$ cat src/rtl/sram_line_master.sv
// Moves one cache line over the SRAM controller stb/nak port, critical word first.
// Ports: clk/rst, req_* line request, rd_* read words, done/err, wb_* slave side.
module sram_line_master #(
  parameter int LINE_WORDS = 8,
  parameter int TIMEOUT    = 64
) (
  input  logic                           clk,
  input  logic                           rst,
  input  logic                           req_valid,
  output logic                           req_ready,
  input  logic                           req_write,
  input  logic [31:0]                    req_addr,
  input  logic [LINE_WORDS*32-1:0]       req_wdata,
  output logic                           rd_valid,
  output logic [$clog2(LINE_WORDS)-1:0]  rd_idx,
  output logic [31:0]                    rd_data,
  output logic                           done,
  output logic                           err,
  output logic                           wb_stb,
  output logic [31:0]                    wb_addr,
  output logic [3:0]                     wb_we,
  output logic [31:0]                    wb_din,
  input  logic [47:0]                    wb_dout,
  input  logic                           wb_nak
);

  localparam int IW = $clog2(LINE_WORDS);
  localparam int CW = IW + 1;
  localparam logic [CW-1:0] LAST = CW'(LINE_WORDS - 1);
  localparam logic [7:0] TMO_LAST = 8'(TIMEOUT - 1);

  typedef enum logic {IDLE, BUSY} state_t;

  state_t            state;
  logic              write_q;
  logic [29-IW:0]    base;
  logic [IW-1:0]     start;
  logic [31:0]       line [LINE_WORDS];
  logic [CW-1:0]     issue_cnt;
  logic [CW-1:0]     comp_cnt;
  logic [7:0]        tmo;
  logic              nak_q;

  logic              accept;
  logic              complete;
  logic [IW-1:0]     req_start;
  logic [IW-1:0]     next_idx;
  logic [IW-1:0]     comp_idx;
  logic [31:0]       req_words [LINE_WORDS];
  logic              unused;

  for (genvar g = 0; g < LINE_WORDS; g++) begin : g_words
    assign req_words[g] = req_wdata[32*g +: 32];
  end

  // nak rising edge: slave took the word; falling edge: result cycle
  assign accept    = wb_nak & ~nak_q;
  assign complete  = ~wb_nak & nak_q;
  assign req_start = req_addr[IW+1:2];
  // IW-bit sums wrap inside the line by construction
  assign next_idx  = start + issue_cnt[IW-1:0] + IW'(1);
  assign comp_idx  = start + comp_cnt[IW-1:0];
  assign unused    = ^{wb_dout[47:32], req_addr[1:0]};

  always_ff @(posedge clk or posedge rst) begin
    if (rst) begin
      state     <= IDLE;
      write_q   <= 1'b0;
      base      <= '0;
      start     <= '0;
      issue_cnt <= '0;
      comp_cnt  <= '0;
      tmo       <= '0;
      nak_q     <= 1'b0;
      req_ready <= 1'b1;
      rd_valid  <= 1'b0;
      rd_idx    <= '0;
      rd_data   <= '0;
      done      <= 1'b0;
      err       <= 1'b0;
      wb_stb    <= 1'b0;
      wb_addr   <= '0;
      wb_we     <= '0;
      wb_din    <= '0;
      for (int i = 0; i < LINE_WORDS; i++) line[i] <= '0;
    end else begin
      nak_q    <= wb_nak;
      rd_valid <= 1'b0;
      done     <= 1'b0;
      err      <= 1'b0;
      case (state)
        IDLE: begin
          if (req_valid) begin
            state     <= BUSY;
            req_ready <= 1'b0;
            write_q   <= req_write;
            base      <= req_addr[31:IW+2];
            start     <= req_start;
            issue_cnt <= '0;
            comp_cnt  <= '0;
            tmo       <= '0;
            for (int i = 0; i < LINE_WORDS; i++) line[i] <= req_words[i];
            wb_stb    <= 1'b1;
            wb_addr   <= {req_addr[31:IW+2], req_start, 2'b00};
            wb_we     <= req_write ? 4'hF : 4'h0;
            wb_din    <= req_write ? req_words[req_start] : 32'h0;
          end
        end
        BUSY: begin
          if (accept) begin
            tmo <= '0;
            if (issue_cnt < LAST) begin
              issue_cnt <= issue_cnt + CW'(1);
              wb_addr   <= {base, next_idx, 2'b00};
              if (write_q) wb_din <= line[next_idx];
            end else begin
              wb_stb <= 1'b0;
            end
          end else if (complete) begin
            tmo      <= '0;
            comp_cnt <= comp_cnt + CW'(1);
            if (!write_q) begin
              rd_valid <= 1'b1;
              rd_idx   <= comp_idx;
              rd_data  <= wb_dout[31:0];
            end
            if (comp_cnt == LAST) begin
              state     <= IDLE;
              done      <= 1'b1;
              req_ready <= 1'b1;
              wb_stb    <= 1'b0;
            end
          end else if (tmo == TMO_LAST) begin
            // abort: drop the strobe and report; partial data is discarded
            state     <= IDLE;
            done      <= 1'b1;
            err       <= 1'b1;
            req_ready <= 1'b1;
            wb_stb    <= 1'b0;
          end else begin
            tmo <= tmo + 8'd1;
          end
        end
        default: state <= IDLE;
      endcase
    end
  end

endmodule

$ cat config.mk
export PLATFORM = sky130hd
export DESIGN_NAME = sram_line_master
export DESIGN_NICKNAME = d
export VERILOG_FILES = /design/src/rtl/sram_line_master.sv
export SDC_FILE = /design/constraint.sdc
export NUM_CORES = 1
export LEC_CHECK = 0
export ABC_CLOCK_PERIOD_IN_PS = 17700
export CAP_MARGIN = 25
export CORE_UTILIZATION = 29
export DETAILED_ROUTE_END_ITERATION = 10
export GPL_TIMING_DRIVEN = 0
export SKIP_CTS_REPAIR_TIMING = 1
export SKIP_LAST_GASP = 1
export SYNTH_ARGS = -nofsm -noshare
export SYNTH_HDL_FRONTEND = slang
export SYNTH_SLANG_ARGS = --single-unit
$ cat constraint.sdc
create_clock -name clk -period 17.7 [get_ports clk]
set_input_delay 2.655 -clock clk [delete_from_list [all_inputs] [get_ports clk]]
set_output_delay 2.655 -clock clk [all_outputs]
set_load 0.02 [all_outputs]
=== After elaboration in Yosys (flattened, before gate mapping) ===
Cells that the tools add are included.

* Flip-flop bits (word level): 413
* Latch bits: 0
* RAM bits: 0
* Memory bits (read-only): 0
* Bits of input ports: 341
* Output and inout bits: 108
* Memories: 0

* Add/sub/neg operators: 6
* Multiply operators: 0
* Divide/modulo/power cells: 0
* $lt $le $gt $ge: 3
* Eq/ne operators: 14
* Shift-type cells: 0
* Multiplexer cells: 60
* Bitwise logic cells: 9
* Reduce and logical (&&, ||, !) cells: 8

{| class="wikitable"
|+ Operators with widths
! cell !! number
|-
| two-way mux 32 bit || 12
|-
| binary-select mux 32 bit (select 3 bit) || 2
|-
| case mux 32 bit (2 select lines) || 2
|-
| two-way mux 8 bit || 4
|-
| two-way mux 1 bit || 28
|-
| two-way mux 4 bit || 6
|-
| case mux 4 bit (2 select lines) || 2
|-
| case mux 8 bit (2 select lines) || 1
|-
| AND reduction 4 bit || 4
|-
| adder 4 x 1 -> 4 bit (second input constant) || 2
|-
| adder 8 x 1 -> 8 bit (second input constant) || 1
|-
| == test 8 x 6 -> 1 bit (second input constant) || 1
|-
| >= comparator 4 bit (second input constant) || 2
|-
| inequality test 2 x 1 -> 1 bit (second input constant) || 4
|-
| inverter 3 -> 4 bit || 2
|-
| adder 3 bit || 2
|-
| case mux 1 bit (2 select lines) || 3
|-
| AND reduction 3 bit || 2
|-
| inverter 1 bit || 5
|-
| == test 4 x 3 -> 1 bit (second input constant) || 1
|-
| < comparator 4 x 3 -> 1 bit (second input constant) || 1
|-
| inequality test 2 bit (second input constant) || 2
|-
| inequality test 4 x 1 -> 1 bit (second input constant) || 1
|-
| inequality test 4 x 3 -> 1 bit (second input constant) || 1
|-
| other kinds (7) || 9
|}

=== Logic depth before layout (Yosys ltp) ===
* Depth in word-level cells: 10
* Depth in mapped cells: 9
* Gate-level depth less buffers: 7

=== Least setup slack after synthesis ===
Ideal clock, no wire load.

* Path type: input-to-reg
* Start point: input req_addr[2]
* End point: register wb_din[0]
* Setup time: 0.125 ns
* Arrival time: 3.930 ns
* Path slack: 13.645 ns
* Stages: 6
* Path through: buf_6 > buf_6 > mux4_2 > mux2i_1 > o22ai_1 > mux2_4

* Longest elaborated chain between the ends: 7

{| class="wikitable"
|+ RTL lines
! item !! RTL line !! source
|-
| start, declared || 12 || <nowiki>input logic [31:0] req_addr,</nowiki>
|-
| inverter 3 -> 4 bit (not written as such) || 106 || <nowiki>wb_din <= req_write ? req_words[req_start] : 32'h0;</nowiki>
|-
| binary-select mux 32 bit (select 3 bit) || 106 ||
|-
| two-way mux 32 bit (not written as such) (2 in a row) || 106 ||
|-
| two-way mux 32 bit || 106 ||
|-
| two-way mux 32 bit || 93 || <nowiki>if (req_valid) begin</nowiki>
|-
| case mux 32 bit (2 select lines) || 91 || <nowiki>case (state)</nowiki>
|-
| end signal, assigned || 106 ||
|-
| end signal, assigned || 115 || <nowiki>if (write_q) wb_din <= line[next_idx];</nowiki>
|-
| end, declared || 22 || <nowiki>output logic [31:0] wb_din,</nowiki>
|}

Every way passes these cells. The select of a mux whose other input is x is not followed.
A chain may end at the register's enable or synchronous reset.

=== Worst setup path in the final report ===
* Start point: input req_valid
* End point: register line[244] (netlist bit)

* Longest elaborated chain between the ends: 1

{| class="wikitable"
|+ RTL lines
! item !! RTL line !! source
|-
| start, declared || 9 || <nowiki>input logic req_valid,</nowiki>
|-
| AND reduction 2 bit (no line) || - ||
|-
| end, declared || 38 || <nowiki>logic [31:0] line [LINE_WORDS];</nowiki>
|}

Every way passes these cells.

==> results.json <==
{
  "finalSetupViolations": 0,
  "numCtsBuffers": 48,
  "synth_edf_count": 0,
  "antenna_found_initial": 20,
  "yosysUniqueCellTypes": 46,
  "fillers": 6469,
  "power.density_nw_per_um2": 184,
  "yosys.area.top_type": "dfrtp_1",
  "cp.required_ns": 18.22,
  "finalCriticalPeriod_ns": 4.97,
  "portBuffers": 425,
  "hold_viol": 0,
  "rr_worst_depth": 9,
  "outcome": "complete, no violations",
  "start_kind": "input port",
  "netlist_area_um2": 19900,
  "whs_path_depth": 2,
  "total_power_mw": 4.96,
  "drtAntennaViolNets": 0,
  "synth_area_leaders": "dfrtp_1, nand2_1, mux4_2",
  "ys.flop_type": "dfrtp_1",
  "fp.dieH_um": 264,
  "grt_pass1_vias": 17400,
  "drv_slew": 0,
  "cp_max_fo": 10,
  "wl_per_cell_um": 23.8,
  "synth_seq_cells": 407,
  "die_w_um": 264,
  "timing.fmax_ghz": 0.201,
  "rows": 95,
  "reg2reg_to": "wb_din[0]",
  "async_flop_share_pct": 100,
  "grt_pass1_wl_um": 114000,
  "start_util_pct": 29.5,
  "cts.htree.levels": 2,
  "rsz0062_at_grt": "false",
  "finalClockSkew_ns": 0.0321,
  "netlist_instances": 1879,
  "syn_to_final_growth_pct": 35.5,
  "yosysSeqAreaShare_pct": 51.1,
  "grt_overflow": 0,
  "r2r_slack_ns": 14.48,
  "drc_errors": 0,
  "min_from": "line[244]",
  "ir_drop_mv": 0.0799,
  "place.gp.congestion": 0.876,
  "clock_path_buffers": 3,
  "cts_tree": "yes",
  "root_buffer": "clkbuf_16",
  "drt_iter0_drc": 1209,
  "drt_wl_total_um": 78000,
  "fin_ws_ns": 12.73,
  "insertion_delay_ns": 0.60,
  "r2r_start": "start[0]",
  "layout.nets": 2706,
  "yosys_warnings": 0,
  "yosysTopAreaCellShare_pct": 51.0,
  "tightest_slew_ns": 1.10,
  "grt_max_degree": 122,
  "dp_slack_ns": 12.14,
  "die_area_um2": 69800,
  "hpwl_um": 57200,
  "coreArea_um2": 67600,
  "cts.clk_slew.worst_paths_ns": 0.06,
  "cp.arrival_ns": 5.49,
  "io_pins": 449,
  "maxCapViolCount": 0,
  "p_leak_nw": 12.6,
  "slew_headroom_pct": 26.5,
  "grt_usage_pct": 22.2,
  "holdPathEnd": "line[244]",
  "cts_sinks": 407,
  "drive_gt1_share_pct": 12.8,
  "hp-class": "register to register",
  "worstSetupPathType": "input port to register",
  "firstDrtPassIters": 5,
  "end_kind": "register",
  "vias_per_cell": 5.02,
  "synth.avg_cell_area_um2": 10.6,
  "fin_crit_sh_pct": 28.1,
  "via_count": 16500
}
-- worst max-delay path by stage --
stage / start / endpoint / slack [ns]
finish: req_valid / line[244] / 12.73
global route: req_valid / line[243] / 12.58
CTS: req_valid / line[244] / 12.75
detailed placement: req_valid / line[244] / 12.14
global placement: rst / wb_din[22] / -1.32
floorplan: rst / base[0] / 3.72
-- cells by family after synthesis --
kind of cell	Yosys count	synth area share [%]
other	1	0.0188
adders and majority gates	7	0.515
and+or+nand+nor	933	17.9
DFF	407	51.1
muxes	290	23.6
buffers and inverters	140	3.72
AOI/OAI and AO/OA	94	2.72
xor gates and xnor gates	7	0.377
-- worst max-delay path, cell delays in order --
cell             delay [ns]
clkdlybuf4s50_1        0.60
nor2b_1                0.16
clkbuf_1               0.33
clkbuf_1               0.72
clkbuf_1               0.80
nand2_1                0.13
nand2_1                0.09
-- state kept, by name (all words and copies together) (netlist names), 4 cells and up --
| register | cells |
|---|---|
| base | 27 |
| comp_cnt | 4 |
| issue_cnt | 4 |
| line | 256 |
| rd_data | 32 |
| tmo | 8 |
| wb_addr | 30 |
| wb_din | 32 |
-- layer usage --
| layer | global-route usage, % | up-vias | routed length [um] |
|---|---|---|---|
| li1 | - | 7285 | - |
| met3 | 5.15 | 179 | 5710 |
| met4 | 8.77 | 26 | 2920 |
| met2 | 37.1 | 686 | 37500 |
| met1 | 27.8 | 8288 | 31700 |
| met5 | 0 | - | 164 |
-- power breakdown --
part | internal, mW | leakage [nW] | switching [mW]
logic | 1.18 | 6.75 | 1.16
clock network | 0.608 | 0.787 | 0.417
registers | 1.35 | 5.08 | 0.243
-- cells in the mapped netlist, types with 6 or more instances --
master,n
buf_2,33
mux2_1,35
inv_1,7
o21ai_0,7
buf_1,6
nor2_1,7
buf_4,12
mux4_2,127
nand3_1,7
dfrtp_1,406
clkbuf_1,66
mux2i_1,94
nand2_1,900
o21ai_1,33
mux2_4,30
a21oi_1,7
buf_6,12
o22ai_1,34
-- area by class of cell --
class | count | area [um^2] | share of cell area [%]
clock inverter | 23 | 275 | 1.02
multi-input combinational | 1333 | 9010 | 33.3
sequential | 407 | 10200 | 37.7
inverter | 8 | 37.5 | 0.139
buffer | 132 | 711 | 2.63
clock buffer | 66 | 1350 | 4.99
antenna | 7 | 17.5 | 0.0648
timing repair buffer | 428 | 4340 | 16.1
tap | 873 | 1090 | 4.04
-- placed cells by master (no fill, tap or decap), types with 7 or more instances in the layout --
cell type and n:
clkbuf_1 76, o21ai_1 33, mux2i_1 94, buf_6 12
nor2_1 7, clkinv_2 9, dfrtp_1 406, o22ai_1 34
buf_2 33, diode_2 7, a21oi_1 7, mux2_4 30
nand3_1 7, o21ai_0 7, clkbuf_8 8, clkbuf_16 48
buf_4 12, mux4_2 127, clkdlybuf4s50_1 425, nand2_1 900
mux2_1 35
-- stage by stage --
stage          instances  utilization (%)  cell area (um^2)  TNS, ns  hold slack (ns)
2_1_floorplan       1880                -             19900        0            0.440
3_3_place_gp        3178             37.4             25300  -515.91            0.452
3_5_place_dp        3181             37.5             25400        0            0.458
4_1_cts             3270             39.9             27000        0            0.473
5_1_grt             3272             39.9             27000        0            0.486
6_report            3277             39.9             27000        0            0.470
Note: power is estimated with default switching activity, not from simulation.
==> RTL edit (same flow settings) <==
Set the parameter `LINE_WORDS` to 16 (it was 8).
--- a/src/rtl/sram_line_master.sv
+++ b/src/rtl/sram_line_master.sv
@@ -1,7 +1,7 @@
 // Moves one cache line over the SRAM controller stb/nak port, critical word first.
 // Ports: clk/rst, req_* line request, rd_* read words, done/err, wb_* slave side.
 module sram_line_master #(
-  parameter int LINE_WORDS = 8,
+  parameter int LINE_WORDS = 16,
   parameter int TIMEOUT    = 64
 ) (
   input  logic                           clk,
Interface: changed (resized rd_idx and req_wdata); port bits go from 449 to 706. The function was not compared with the original's and may differ.
==> RTL edit against the original RTL <==
Wire length up 110%; clock skew increased by 0.013 ns; sequential power up 20%; utilization is 0.15 points lower; power rose by 25%; synthesized cell count grew 79%; critical path type unchanged; critical endpoint is now line[192]; the flow now finishes with violations (design-rule violations); sequential cell count rose by 259; synthesized area up 69%; cell area increased by 69%; worst setup slack worse by 0.25 ns.
==> RTL edit: results (changes against the original RTL) <==
Post-Route Skew 0.0451 ns (+0.0131 ns); IO buf count 681 (+60%); largest net degree at the start of global routing 40 (-67%); Final Wtd Congestion 0.938 (+7.2%); Via density 5.28 (+5.2%); Rel. slew slack 25.4% (-1.1 points); reg-to-reg slack, setup 13.77 ns (-0.71 ns); Synth area leaders dfrtp_1, nand2_1, mux4_2, mux2i_1, clkbuf_1; endpoint of the worst register-to-register path wb_din[28]; Synth async-reset ratio 100% (unchanged); Commonest cells post-synth nand2_1, dfrtp_1, mux4_2; area grow syn2layout 35.3%; first-pass GRT wire length 231000 um (+100%); layout cells sized above 1 12.4% (-0.45 points); unique cell type count in the Yosys netlist 46 (unchanged); Lkg Pwr 0.0212 uW (+68%); GR Util All Layers 28.1% (+5.9 points); # nets final 4766 (+76%); Reg2Reg Depth 10 (+1); vias in the first global route 30.7k (+76%); status complete, but fails checks; failing checks design-rule violations; reg-to-reg startpoint issue_cnt[0]; Detailed Route WL 167000 um (+110%); Largest stage delay, worst path 0.84 ns (+0.04 ns); end of the critical path line[192]; Inserted Clock Buffers 80 (+67%); Crit-path slowest cell clkbuf_1; hpwl dp 132000 um (+130%); 1st-iter DRT viols 3182 (+160%); First-pass DRT Iterations 8 (+3); CTS H-tree lvls 3 (+1); DR DRC count 2 (+2); fillers 11.4k (+76%); Peak supply drop 0.102 mV (+27%); Regs by FF count line (512), rd_data (32), wb_din (32); sequential share of the synthesized area 49.4% (-1.7 points); initial antenna violation count 42 (+110%); final setup violation count 0 (unchanged); Skew-Pair Late Insertion Delay 0.69 ns (+0.09 ns); Post-synth EDFFs 0 (unchanged)
==> RTL edit: cell type report <==
cell class              instances  area [um2]  share of cell area [%]
diodes                         14        35.0                  0.0767
plain buffers                 245        1120                    2.45
clock buffers                 116        2330                    5.10
clock inverters                25         205                   0.449
inverters                      14        56.3                   0.123
multi-input cells            2435       15900                    34.9
flip-flops and latches        666       16700                    36.5
well taps                    1512        1890                    4.14
repair buffers                715        7450                    16.3
==> RTL edit: metrics by stage <==
stage	cells	power (uW)	setup slack (ns)	area [um2]	hold slack (ns)
2_1_floorplan	3360	3320	5.94	33800	0.440
3_3_place_gp	5553	4490	0.909	42500	0.452
3_5_place_dp	5585	4560	11.77	43100	0.458
4_1_cts	5726	6210	12.46	45600	0.471
5_1_grt	5734	6410	12.37	45700	0.489
6_report	5742	6180	12.47	45700	0.467
==> RTL edit: kinds of logic after synthesis <==
group,Yosys count,share of synthesized area [%]
xor+xnor,8,0.208
mux,426,22.0
flops,666,49.4
buf+inv,259,3.47
fa+ha+maj,12,0.489
simple gates,1772,20.2
other cells,1,0.0111
compound gates,215,4.28
==> RTL edit: report_power, final <==
part | leakage, uW | internal, uW | switching [uW]
logic | 0.0115 | 1110 | 1510
registers | 0.00839 | 1760 | 151
clock network | 0.00125 | 941 | 701
total | 0.0212 | 3820 | 2360
==> RTL edit: how the worst min path moves through the flow <==
stage,from,end,slack [ns],cells after the start
after floorplan,line[160],line[160],0.44,2
after global placement,line[91],line[91],0.45,2
after detailed placement,line[73],line[73],0.46,2
after CTS,line[73],line[73],0.47,2
after global routing,line[464],line[464],0.49,2
final,line[108],line[108],0.47,2
==> RTL edit: layer usage <==
metal	vias up	track usage, %	wire [um]
met2	1685	43.9	76000
met4	56	16.3	10700
met3	405	7.80	15800
met1	15285	34.9	64100
li1	12904	-	-
met5	-	0	364
